===== src/rtl/alu_ctrl_seq_if.sv =====
// EX-stage bundle between the decode/issue side and the ALU control sequencer.
// Signal names match the datapath's existing port names.
interface alu_ctrl_seq_if;
  logic       valid_i;
  logic       flush_i;
  logic [5:0] funct_i;
  logic [2:0] ALUOp_i;
  logic [3:0] ALUCtrl_o;
  logic [1:0] res_sel_o;
  logic       md_start_o;
  logic [1:0] md_op_o;
  logic       md_busy_o;
  logic       hilo_we_o;
  logic       stall_o;
  logic       illegal_o;

  modport master (
    output valid_i, flush_i, funct_i, ALUOp_i,
    input  ALUCtrl_o, res_sel_o, md_start_o, md_op_o, md_busy_o,
           hilo_we_o, stall_o, illegal_o
  );

  modport slave (
    input  valid_i, flush_i, funct_i, ALUOp_i,
    output ALUCtrl_o, res_sel_o, md_start_o, md_op_o, md_busy_o,
           hilo_we_o, stall_o, illegal_o
  );
endinterface


===== src/rtl/alu_ctrl_seq.sv =====
// MIPS EX-stage ALU control: zero-latency funct/ALUOp decode plus a mult/div
// sequencer that pulses start, counts latency, signals HI/LO write and interlocks.
module alu_ctrl_seq #(
  parameter int MUL_CYCLES = 4,
  parameter int DIV_CYCLES = 32,
  parameter int CNT_W      = 6
) (
  input logic           clk_i,
  input logic           rst_n,
  alu_ctrl_seq_if.slave bus
);

  localparam logic [0:0] IDLE = 1'b0;
  localparam logic [0:0] RUN  = 1'b1;

  localparam logic [CNT_W-1:0] MUL_LOAD = CNT_W'(MUL_CYCLES - 1);
  localparam logic [CNT_W-1:0] DIV_LOAD = CNT_W'(DIV_CYCLES - 1);

  logic [0:0]       state;
  logic [CNT_W-1:0] cnt;
  logic [1:0]       md_op_q;

  logic [3:0] alu_ctrl;
  logic [1:0] res_sel;
  logic [1:0] md_code;
  logic       is_md;
  logic       is_hilo;
  logic       undef;
  logic       stall;
  logic       md_start;

  always_comb begin
    alu_ctrl = 4'b0000;
    res_sel  = 2'b00;
    md_code  = 2'b00;
    is_md    = 1'b0;
    is_hilo  = 1'b0;
    undef    = 1'b0;
    case (bus.ALUOp_i)
      3'b000: begin
        case (bus.funct_i)
          6'b100001: alu_ctrl = 4'b0010;
          6'b100011: alu_ctrl = 4'b0110;
          6'b100100: alu_ctrl = 4'b0000;
          6'b100101: alu_ctrl = 4'b0001;
          6'b100110: alu_ctrl = 4'b1101;
          6'b100111: alu_ctrl = 4'b1100;
          6'b101010: alu_ctrl = 4'b0111;
          6'b000000: alu_ctrl = 4'b0100;
          6'b000010: alu_ctrl = 4'b1000;
          6'b000011: alu_ctrl = 4'b1110;
          6'b000100: alu_ctrl = 4'b0101;
          6'b000110: alu_ctrl = 4'b1001;
          6'b000111: alu_ctrl = 4'b1111;
          6'b010000: begin res_sel = 2'b01; is_hilo = 1'b1; end
          6'b010010: begin res_sel = 2'b10; is_hilo = 1'b1; end
          // mult/multu/div/divu: low funct bits are the md op code
          6'b011000, 6'b011001, 6'b011010, 6'b011011: begin
            is_md   = 1'b1;
            md_code = bus.funct_i[1:0];
          end
          default: undef = 1'b1;
        endcase
      end
      3'b001:  alu_ctrl = 4'b0010;
      3'b010:  alu_ctrl = 4'b0111;
      3'b011:  alu_ctrl = 4'b0110;
      3'b100:  alu_ctrl = 4'b1010;
      3'b101:  alu_ctrl = 4'b0001;
      3'b110:  alu_ctrl = 4'b0110;
      default: undef = 1'b1;
    endcase
  end

  // Any HI/LO consumer or producer waits while an operation is in flight.
  assign stall    = bus.valid_i & ~bus.flush_i & (is_md | is_hilo) & (state == RUN);
  assign md_start = bus.valid_i & ~bus.flush_i & is_md & ~stall;

  always_ff @(posedge clk_i or negedge rst_n) begin
    if (!rst_n) begin
      state   <= IDLE;
      cnt     <= '0;
      md_op_q <= 2'b00;
    end else if (state == RUN) begin
      if (bus.flush_i || cnt == '0) begin
        state <= IDLE;
        cnt   <= '0;
      end else begin
        cnt <= cnt - 1'b1;
      end
    end else if (md_start) begin
      state   <= RUN;
      md_op_q <= md_code;
      cnt     <= md_code[1] ? DIV_LOAD : MUL_LOAD;
    end
  end

  assign bus.ALUCtrl_o  = alu_ctrl;
  assign bus.res_sel_o  = res_sel;
  assign bus.illegal_o  = bus.valid_i & undef;
  assign bus.stall_o    = stall;
  assign bus.md_start_o = md_start;
  assign bus.md_op_o    = md_op_q;
  assign bus.md_busy_o  = (state == RUN);
  // A flush in the final RUN cycle suppresses the write-back.
  assign bus.hilo_we_o  = (state == RUN) & (cnt == '0) & ~bus.flush_i;

endmodule


===== src/flat_wrapper.sv =====
// flat-port wrapper written by rule: the top's interface ports become plain ports
module alu_ctrl_seq_flat 
#(
  parameter int MUL_CYCLES = 4,
  parameter int DIV_CYCLES = 32,
  parameter int CNT_W      = 6
)
  (clk_i, rst_n, bus_valid_i, bus_flush_i, bus_funct_i, bus_ALUOp_i, bus_ALUCtrl_o, bus_res_sel_o, bus_md_start_o, bus_md_op_o, bus_md_busy_o, bus_hilo_we_o, bus_stall_o, bus_illegal_o);
  alu_ctrl_seq_if bus_i ();
  input logic clk_i;
  input logic rst_n;
  input wire logic [$bits(bus_i.valid_i)-1:0] bus_valid_i;
  input wire logic [$bits(bus_i.flush_i)-1:0] bus_flush_i;
  input wire logic [$bits(bus_i.funct_i)-1:0] bus_funct_i;
  input wire logic [$bits(bus_i.ALUOp_i)-1:0] bus_ALUOp_i;
  output wire logic [$bits(bus_i.ALUCtrl_o)-1:0] bus_ALUCtrl_o;
  output wire logic [$bits(bus_i.res_sel_o)-1:0] bus_res_sel_o;
  output wire logic [$bits(bus_i.md_start_o)-1:0] bus_md_start_o;
  output wire logic [$bits(bus_i.md_op_o)-1:0] bus_md_op_o;
  output wire logic [$bits(bus_i.md_busy_o)-1:0] bus_md_busy_o;
  output wire logic [$bits(bus_i.hilo_we_o)-1:0] bus_hilo_we_o;
  output wire logic [$bits(bus_i.stall_o)-1:0] bus_stall_o;
  output wire logic [$bits(bus_i.illegal_o)-1:0] bus_illegal_o;
  assign bus_i.valid_i = bus_valid_i;
  assign bus_i.flush_i = bus_flush_i;
  assign bus_i.funct_i = bus_funct_i;
  assign bus_i.ALUOp_i = bus_ALUOp_i;
  assign bus_ALUCtrl_o = bus_i.ALUCtrl_o;
  assign bus_res_sel_o = bus_i.res_sel_o;
  assign bus_md_start_o = bus_i.md_start_o;
  assign bus_md_op_o = bus_i.md_op_o;
  assign bus_md_busy_o = bus_i.md_busy_o;
  assign bus_hilo_we_o = bus_i.hilo_we_o;
  assign bus_stall_o = bus_i.stall_o;
  assign bus_illegal_o = bus_i.illegal_o;
  alu_ctrl_seq #(.MUL_CYCLES(MUL_CYCLES), .DIV_CYCLES(DIV_CYCLES), .CNT_W(CNT_W)) u_core (.clk_i(clk_i), .rst_n(rst_n), .bus(bus_i));
endmodule

===== config.mk =====
export PLATFORM = sky130hd
export DESIGN_NAME = alu_ctrl_seq_flat
export DESIGN_NICKNAME = d
export VERILOG_FILES = /design/src/rtl/alu_ctrl_seq_if.sv /design/src/rtl/alu_ctrl_seq.sv /design/src/flat_wrapper.sv
export SDC_FILE = /design/constraint.sdc
export NUM_CORES = 1
export LEC_CHECK = 0
export ABC_CLOCK_PERIOD_IN_PS = 2000
export CORE_MARGIN = 2
export CORE_UTILIZATION = 47
export CTS_CLUSTER_SIZE = 28
export DETAILED_ROUTE_END_ITERATION = 10
export GPL_TIMING_DRIVEN = 0
export PLACE_DENSITY = 0.81
export SLEW_MARGIN = 20
export SYNTH_ARGS = -nofsm -noshare
export SYNTH_HDL_FRONTEND = slang
export SYNTH_SLANG_ARGS = --single-unit

===== constraint.sdc =====
create_clock -name clk_i -period 2 [get_ports clk_i]
set_clock_uncertainty 0.05 [all_clocks]
set_input_delay 0.3 -clock clk_i [delete_from_list [all_inputs] [get_ports clk_i]]
set_output_delay 0.3 -clock clk_i [all_outputs]
set_load 0.1 [all_outputs]

* After elaboration in Yosys (flattened, before gate mapping)
Cells that the tools add are included.
** Word-level totals
- Logic and storage cells :: 70
- Output and inout bits :: 13
- Bits of input ports :: 13
- Register bits :: 9
** Operators by class
- Reductions and logical operators :: 11
- Equality and inequality tests :: 24
- Bitwise gates (word level) :: 12
- Add/sub/neg operators :: 1
- Mux-type cells :: 19
** Operator list (number)
- $pmux W4 S12 :: 1
- $eq A6 B6 Y1 const B :: 7
- $eq A6 B5 Y1 const B :: 6
- $pmux W4 S6 :: 1
- $reduce_or A19 Y1 :: 1
- $eq A6 B3 Y1 const B :: 3
- $mux W6 :: 3
- $eq A6 B2 Y1 const B :: 2
- $logic_not A6 Y1 :: 2
- $eq A3 B3 Y1 const B :: 3
- $and A1 B1 Y1 :: 8
- $mux W1 :: 8
- $eq A3 B2 Y1 const B :: 2
- $mux W2 :: 3
- $reduce_or A6 Y1 :: 1
- $sub A6 B1 Y6 const B :: 1
- $mux W5 :: 1
- $pmux W2 S2 :: 1
- $reduce_or A2 Y1 :: 2
- $reduce_or A4 Y1 :: 1
- $eq A3 B1 Y1 const B :: 1
- $logic_not A3 Y1 :: 1
- $not A1 Y1 :: 3
- $pmux W1 S2 :: 1
- 4 further kinds :: 4

* Logic depth before layout (Yosys ltp)
Gate-level depths: netlist (run 1).
- Depth after elaboration :: 11
- Gate-level depth with buffers :: 6
- Depth with buffers taken out :: 6

* Worst setup path before layout (run 1)
OpenSTA, ideal clock, no wires.
- Path kind :: reg2out
- Start :: register u_core.state, in the netlist u_core.bus.md_busy_o
- End :: output bus_stall_o
- Cell stages (with the launch flop) :: 3
- Path slack :: -2693 ps
- Required time :: 1650 ps
- Arrival :: 4343 ps
- Buffers on the path :: 0
- Cells stage by stage :: dfrtp_1 > nand2b_1 > nor4b_1
** Between the ends
- Cells in the longest elaborated chain, start to end :: 1
** Ends and longest elaborated chain
- start: declaration :: line alu_ctrl_seq.sv:19 : logic [0:0] state;
- start signal: assignment :: line alu_ctrl_seq.sv:81 : state <= IDLE;
- start signal: assignment :: line alu_ctrl_seq.sv:86 : state <= IDLE;
- start signal: assignment :: line alu_ctrl_seq.sv:92 : state <= RUN;
- $and A1 B1 Y1 :: line alu_ctrl_seq.sv:76 : assign stall = bus.valid_i & ~bus.flush_i & (is_md | is_hilo) & (state == RUN);
- end: declaration :: line flat_wrapper.sv:22 : output wire logic [$bits(bus_i.stall_o)-1:0] bus_stall_o;
Every way passes these cells.

* Worst setup path after layout (run 1)
- Start :: input bus_funct_i[4]
- End :: output bus_illegal_o
** Between the ends
- Cells in the longest elaborated chain, start to end :: 5
** Ends and longest elaborated chain
- start: declaration :: line flat_wrapper.sv:14 : input wire logic [$bits(bus_i.funct_i)-1:0] bus_funct_i;
- $eq A6 B6 Y1, or another cell as far along :: line alu_ctrl_seq.sv:41 : case (bus.funct_i)
- $reduce_or A19 Y1 (no source line) (*)
- $mux W1 (*) :: line alu_ctrl_seq.sv:41
- $pmux W1 S2 (*) :: line alu_ctrl_seq.sv:39 : case (bus.ALUOp_i)
- $and A1 B1 Y1 (*) :: line alu_ctrl_seq.sv:100 : assign bus.illegal_o = bus.valid_i & undef;
- end: declaration :: line flat_wrapper.sv:23 : output wire logic [$bits(bus_i.illegal_o)-1:0] bus_illegal_o;
Every way passes the cells marked *; elsewhere a longest branch is shown, timed or not.

==> summary by stage, run 1 <==
Critical path
The worst setup path is captured at an output pin. For this run, the slowest stage of the critical path takes 0.40 ns. The slowest stage of the critical path is the sky130_fd_sc_hd__a2111o_1 cell. Along the worst path, the maximum fanout reaches 7. The start point of the critical path is bus_funct_i[4].

The critical path ends at bus_illegal_o. In this run the register-to-register setup slack is 0.31 ns. The endpoint of the worst-slack reg-to-reg timing path is u_core.cnt[3].

STA puts the critical path data arrival time at 1.69 ns. Counting cells, the worst reg-to-reg path comes to 5. Traced cell by cell, the critical path runs through buf_6 -> nor3b_4 -> a21o_1 -> a2111o_1 -> a221oi_4 -> buf_12. The startpoint of the most critical register-to-register path is u_core.cnt[0]. Data on the critical path is required at its endpoint by 1.65 ns.

The critical path is of the in2out type. STA classifies the critical path startpoint as an input port.

Global route
The maximum number of pins on one net before global-route repair is 11. The number of antenna violations at the first check in global routing is 0. The total global routing overflow is 0.

In the global route stage, overall resource usage came out at 27.9%. The via count of the first global-routing pass is 1053. The first-pass GRT wire length is 5.11 mm.

Floorplan
The die covers 2340 um2. The overall die height is 48.4 um. The total area inside the core boundary comes to 1900 um2. Measured along the x axis, the die boundary spans 48.4 um. The I/O pin total is 26. For this configuration, the core starts out at a cell density of 48.7%. The floorplan has 16 rows.

Clock tree
In this run, post-CTS hold repair placed 0 buffers. TritonCTS built the clock tree. The clock tree root driver cell is sky130_fd_sc_hd__clkbuf_4.

The count of clock tree sinks is 9. CTS built an H-tree with a depth of 1. The number of buffers inserted during clock tree synthesis is 3.

The worst-skew pair later-pin latency is 0.26 ns. The register clock-pin slew on the reported worst setup and hold paths is 0.06 ns. The clock passes through at most 2 buffers.

Synthesis
Sequential elements use 24.3% of the synthesized area. Yosys printed 0 warnings. The share of flip-flops with an asynchronous set or reset is 100%. The flip-flop cell with the highest count after synthesis is sky130_fd_sc_hd__dfrtp_1. The mapped netlist covers 927 um2. The netlist uses 50 different library cells. The number of register bits inferred by synthesis is 9. The number of instances in the synthesized netlist is 115.

The post-synthesis area per instance is 8.06 um2. The synthesized design contains 0 enable-type register cells. The number of nets in the synthesized netlist is 130.

Flow run
The tool flagged a number of max-cap violations equal to 0.

Detailed routing
The remaining design rule violation count is 0. The total routed wirelength is 3.36 mm. In the final routed layout, each cell accounts on average for 18.5 um. The count of nets left with antenna violations once routing finished came out at 0. In this run, the number of DRC markers left after iteration 0 of detailed routing was 38. The post-detailed-route via-to-cell ratio is 6.24. The first-pass detailed-route iteration total is 5. Detailed routing inserted a total of 1136 vias.

Place
The final HPWL from detailed placement is 1.96 mm. The placed cell count is 164. The worst slack after detailed placement is -1.55 ns. The port buffer count is 22.

In this run the cell area measured after placement is 1310 um2. The final weighted congestion of routability-driven global placement is 0.894.

Run status
The final reports fail on setup timing. The run finished, with violations left.

Finish
The antenna diode count is 0. The net count reported at finish is 171. The core occupancy in the finished layout is 84.2%. The area overhead of the layout relative to synthesis is 72.7%.

The final cell area excluding filler cells is 1600 um2. For this run, the number of standard cells in the final layout without fillers is 182. The share of cells above drive strength 1 is 41.3%.

The layout filler cell count is 118.

STA
At the pin with the least slew margin, the transition time is 0.953 ns. The post-layout minimum cycle time is 2.04 ns. Derived from the worst setup path, the maximum achievable clock frequency is 490 MHz. The worst path uses 102% of the clock period.

The worst pin sits at a relative slew slack of 36.7%. The total negative setup slack is -0.109 ns. Setup repair after global routing could not meet its margin everywhere. Setup violations remaining at the end of the flow were counted as 4.

The post-layout worst setup margin is -0.0408 ns. On the final layout, the worst hold slack is 0.293 ns. The total count of max-transition violations in the final report is 0. The final-report hold violation count is 0.

Power
The total power is 0.689 mW. The worst voltage drop across the vdd grid is 435 uV. In this run the power density over the cells is 431 nW/um2. For this design the static power due to leakage is 0.741 nW.

Worst hold path
The type of the tightest min-delay check is in2async.
==> cells by family after synthesis <==
family                   count (synthesis)  synth area share (%)
AND/OR/NAND/NOR                         43                  30.0
AO/OA/AOI/OAI                           41                  31.3
buffers and inverters                   17                  8.64
flip-flops                               9                  24.3
XOR/XNOR                                 2                  1.89
adder cells (fa/ha/maj)                  2                  2.70
multiplexers                             1                  1.21
==> state kept, by name, indices dropped and copies added (netlist names) <==
register and count:
u_core.cnt 6, u_core.bus.md_op_o 2, u_core.bus.md_busy_o 1
==> cell type report <==
class                   instances  area, um2  area share, %
inverters                       9       33.8           2.11
repair buffers                 36        387           24.1
plain buffers                   8       87.6           5.47
flip-flops and latches          9        229           14.3
clock buffers                   4       26.3           1.64
well taps                      27       33.8           2.11
multi-input cells              89        805           50.2
==> critical path: cells and delay by family <==
kind                   cells  cell delay, ns
AND/OR/NAND/NOR            1            0.16
buffers and inverters      2            0.33
AO/OA/AOI/OAI              3            0.89
==> power breakdown <==
group | switching [mW] | leakage (nW) | total, mW | internal, mW
clock network | 0.0643 | 0.0150 | 0.141 | 0.0769
logic | 0.196 | 0.612 | 0.337 | 0.142
registers | 0.0138 | 0.114 | 0.211 | 0.197
total | 0.274 | 0.741 | 0.689 | 0.416
==> how the worst min path moves through the flow <==
stage | end | slack, ns | cells past startpoint
detailed placement | u_core.bus.md_op_o[1] | 0.42 | 1
global route | u_core.cnt[0] | 0.32 | 1
CTS | u_core.cnt[4] | 0.29 | 1
global placement | u_core.bus.md_op_o[1] | 0.42 | 1
finish | u_core.cnt[0] | 0.29 | 1
floorplan | u_core.bus.md_op_o[0] | -0.05 | 0
==> cell usage after synthesis, drive strengths merged (3+ instances only) <==
library cell	number	area share [%]
nor2	6	2.4
nand2	6	2.4
dfrtp	9	24
or3	3	2.0
nor3b	3	3.0
inv	9	3.6
nor4bb	3	3.2
buf	6	4.2
a31oi	3	2.0
a21o	5	4.0
nor3	6	3.8
a21oi	7	3.8
nand2b	3	2.8
o21ai	8	4.3
==> layout by cell type (no fill, tap or decap), drive strengths merged, types with 5 or more instances in the layout <==
cell type and instances:
buf 35, inv 9, dfrtp 9, o21ai 8, a21oi 7, clkbuf 7, nor2 6, nand2 6
nor3 6, a21o 5
==> routing by layer <==
metal / wire length (um) / global-route usage, %
met4: 95 / 7.62
met2: 1780 / 48.8
met5: 0 / 0
met1: 1290 / 34.1
met3: 193 / 7.10
==> timing repair <==
action                                  in CTS  in global routing
endpoints found under the setup margin      13                  7
pin swaps                                    9                  8
resized for setup                          107                 33
endpoints found under the hold margin        0                  0
setup buffers                                9                  5
No activity file was read; power rests on OpenSTA's default activity.
==> run 2, diff against run 1 <==
--- a/config.mk
+++ b/config.mk
@@ -6,10 +6,11 @@
 export NUM_CORES = 1
 export LEC_CHECK = 0
 export ABC_CLOCK_PERIOD_IN_PS = 2000
-export CORE_MARGIN = 2
+export CORE_MARGIN = 5
 export CORE_UTILIZATION = 47
 export CTS_CLUSTER_SIZE = 28
 export DETAILED_ROUTE_END_ITERATION = 10
+export GPL_ROUTABILITY_DRIVEN = 0
 export GPL_TIMING_DRIVEN = 0
 export PLACE_DENSITY = 0.81
 export SLEW_MARGIN = 20
==> summary by stage, run 2 (same netlist as run 1, synthesis figures left out) <==
Detailed routing
The first-pass detailed-route iteration total came to 4 (-1). The average wire per cell in the routed design is 16.8 um (-9.3%). The overall via count from detail_route came to 1069 (-5.9%). The remaining number of nets flagged by the antenna check after routing is 0 (unchanged). The remaining design rule violation count was 0 (unchanged). The post-detailed-route via-to-cell ratio is 6.18 (-1.0%). The total routed wirelength is 2.90 mm (-14%). The violation count after the first detailed-route iteration is 32 (-16%).

Critical path
The number of cells on the worst reg-to-reg path is 5 (unchanged). The arrival time of data at the critical path endpoint came to 1.67 ns (-0.02 ns). The setup path with the least slack is of type in2out.

Tracing the worst setup path back leads to its startpoint at bus_funct_i[2]. The type of element launching the critical path is an input port. The maximum fanout encountered on the critical timing path was 7 (unchanged). The category of the worst setup path capture point is an output pin. The setup slack of the most critical reg-to-reg path is 0.36 ns (+0.05 ns). The startpoint identified for the worst register-to-register timing path is u_core.cnt[0]. The worst register-to-register path ends at u_core.cnt[3].

The endpoint required time on the critical path is 1.65 ns (about the same).

Global route
The total global routing overflow is 0 (unchanged). The maximum number of pins on one net before global-route repair is 11 (unchanged). The most used routing layer in global routing is met2. The met3 demand-to-capacity share in global routing was 3.00% (-4.1 points).

The global router's overall resource usage is 21.3% (-6.6 points). The met1 track demand over resource in global routing is 25.9% (-8.2 points). The number of antenna violations at the first check in global routing came to 0 (unchanged). The first-pass GRT wire length is 4.69 mm (-8.2%).

The via count of the first global-routing pass is 1044 (-0.85%). The global-route track usage on met2 is 36.5% (-12 points).

STA
The post-layout worst setup margin is -0.0164 ns (+0.0244 ns). The top achievable clock speed came to 496 MHz (+1.2%). The total of endpoints with negative setup slack in the final report is 1 (-3). Setup repair after global routing could not meet its margin everywhere.

The worst hold slack is 0.282 ns (-0.0110 ns). The relative slew slack is 35.7% (-1.0 points). The final-report hold violation count was 0 (unchanged). The total count of max-transition violations in the final report is 0 (unchanged). The post-layout minimum cycle time is 2.02 ns (-0.0244 ns). The transition time at the pin with the least slew margin came to 0.968 ns (+0.0150 ns). The share of the clock period used by the worst path is 101% (-1.2 points).

Finish
The flip-flop count of the largest register, all copies and words added is 6 (unchanged). The total area of multi-input combinational cells is 778 um2 (-3.3%). The core occupancy in the finished layout is 76.4% (-7.8 points).

The net count reported at finish is 162 (-5.3%). The library cell used most frequently in the layout, excluding fill and tap cells, is sky130_fd_sc_hd__inv_1. The share of cells above drive strength 1 is 35.6% (-5.7 points). The layout filler cell count came to 146 (+24%).

The flip-flop and latch area was 229 um2 (unchanged). The antenna diode count is 0 (unchanged). The largest register by flop count is u_core.cnt. Leaving out fill and tap cells, the most frequent cells in the layout are sky130_fd_sc_hd__inv_1 (9), sky130_fd_sc_hd__buf_6 (8), sky130_fd_sc_hd__buf_4 (8), sky130_fd_sc_hd__dfrtp_1 (8), sky130_fd_sc_hd__a21oi_1 (6). The area overhead of the layout relative to synthesis is 58.3%.

Clock tree
The quantity of hold-fixing buffers added after cts is 0 (unchanged). The clock tree from TritonCTS is yes. The worst-skew pair later-pin latency is 0.26 ns (about the same). The count of clock tree sinks is 9 (unchanged). The clock tree root driver cell is sky130_fd_sc_hd__clkbuf_4. The maximum number of buffers from clock root to sink is 2 (unchanged). The number of buffers inserted during clock tree synthesis came to 3 (unchanged).

The register clock-pin slew on the reported worst setup and hold paths is 0.06 ns (about the same). The maximum level of the CTS H-tree is 1 (unchanged).

Floorplan
The standard-cell row count is 16 (unchanged). The I/O pin total is 26 (unchanged). The floorplan die area came to 2960 um2 (+26%). The area of the core region came to 1920 um2 (+1.1%). The initial core utilization was 48.2% (-0.51 points).

The overall die height came to 54.4 um (+12%). The die width is 54.4 um (+12%).

Power
The share of power burned in registers is 32.4% (+1.8 points). The clock network fraction of total power was 21.6% (+1.1 points). The worst voltage drop across the vdd grid is 447 uV (+2.8%). The internal cell power came to 0.394 mW (-5.3%). The net switching component of the power is 0.255 mW (-6.8%).

The reported leakage power came to 0.670 nW (-9.7%). The combinational share of power is 46.0% (-2.9 points). The areal power density over the cells is 442 nW/um2 (+2.7%). The switching share of power came to 39.3% (-0.39 points).

Run status
The checks that failed: setup timing. The run finished, with violations left.

Place
The worst slack after detailed placement is -1.56 ns (-0.0122 ns). The port buffer count came to 22 (unchanged). The final HPWL from detailed placement is 2.00 mm (+2.0%).

Worst hold path
The type of the tightest min-delay check is in2async.

Flow run
The number of max-capacitance violations reported is 0 (unchanged).
==> run 2: changes by cell type in the layout (fill, tap and decap cells not counted) <==
cell / change
sky130_fd_sc_hd__a21boi_0: +1
sky130_fd_sc_hd__nor4bb_4: -1
sky130_fd_sc_hd__o21ai_1: +1
sky130_fd_sc_hd__buf_12: -3
sky130_fd_sc_hd__buf_2: +2
sky130_fd_sc_hd__nor4bb_1: +1
sky130_fd_sc_hd__clkbuf_2: -1
sky130_fd_sc_hd__nand2b_4: -1
sky130_fd_sc_hd__nand2b_1: +1
sky130_fd_sc_hd__a21boi_1: -1
sky130_fd_sc_hd__buf_4: -7
sky130_fd_sc_hd__o21ai_2: -1
==> run 2: per-stage QoR <==
stage,total power [mW],instance area [um2],std cells,TNS [ns]
6_report,0.649,1470,173,-0.0164
4_1_cts,0.636,1420,173,-0.0305
3_3_place_gp,0.465,1310,164,-12.45
3_5_place_dp,0.471,1310,164,-12.72
2_1_floorplan,0.401,1050,115,-1.07
5_1_grt,0.685,1470,173,-0.0849
==> run 2: how the worst max path moves through the flow <==
| stage | end | slack [ns] | depth (start not counted) |
|---|---|---|---|
| after floorplan | bus_stall_o | -0.31 | 2 |
| after global placement | bus_illegal_o | -1.53 | 6 |
| after detailed placement | bus_ALUCtrl_o[0] | -1.56 | 6 |
| after CTS | bus_ALUCtrl_o[0] | -0.03 | 7 |
| after global routing | bus_ALUCtrl_o[0] | -0.04 | 7 |
| final | bus_ALUCtrl_o[0] | -0.02 | 7 |
==> run 2: what timing repair did <==
item / in CTS / in global routing
endpoints found under the setup margin: 13 / 6
hold endpoints to repair: 0 / 0
gates resized for setup: 115 / 12
setup buffers: 5 / 0
pin swaps: 7 / 3
==> run 2: cell type report <==
class	instances	share of cell area, %
inverter	9	2.30
clock buffer	4	1.79
buffer	8	5.46
sequential	9	15.6
timing repair buffer	27	19.5
tap	27	2.30
multi-input combinational	89	53.0
==> run 2: worst max-delay path, cell delays in order <==
cell	delay, ns
sky130_fd_sc_hd__buf_6	0.10
sky130_fd_sc_hd__buf_8	0.12
sky130_fd_sc_hd__nand2b_4	0.16
sky130_fd_sc_hd__or3_4	0.36
sky130_fd_sc_hd__a221oi_4	0.29
sky130_fd_sc_hd__a21o_4	0.17
sky130_fd_sc_hd__buf_12	0.16
==> run 2: power by group through the flow <==
stage	Sequential (mW)	Combinational [mW]	Clock [mW]
finish	0.210	0.298	0.140
global route	0.213	0.318	0.154
CTS	0.210	0.284	0.142
detailed placement	0.214	0.258	0
global placement	0.213	0.252	0
floorplan	0.225	0.176	0
==> run 2: layer usage <==
metal / vias up / share of wire (%)
met5: - / 0
met4: 0 / 1.7
met3: 9 / 6.2
met2: 50 / 51
met1: 512 / 41
li1: 498 / -
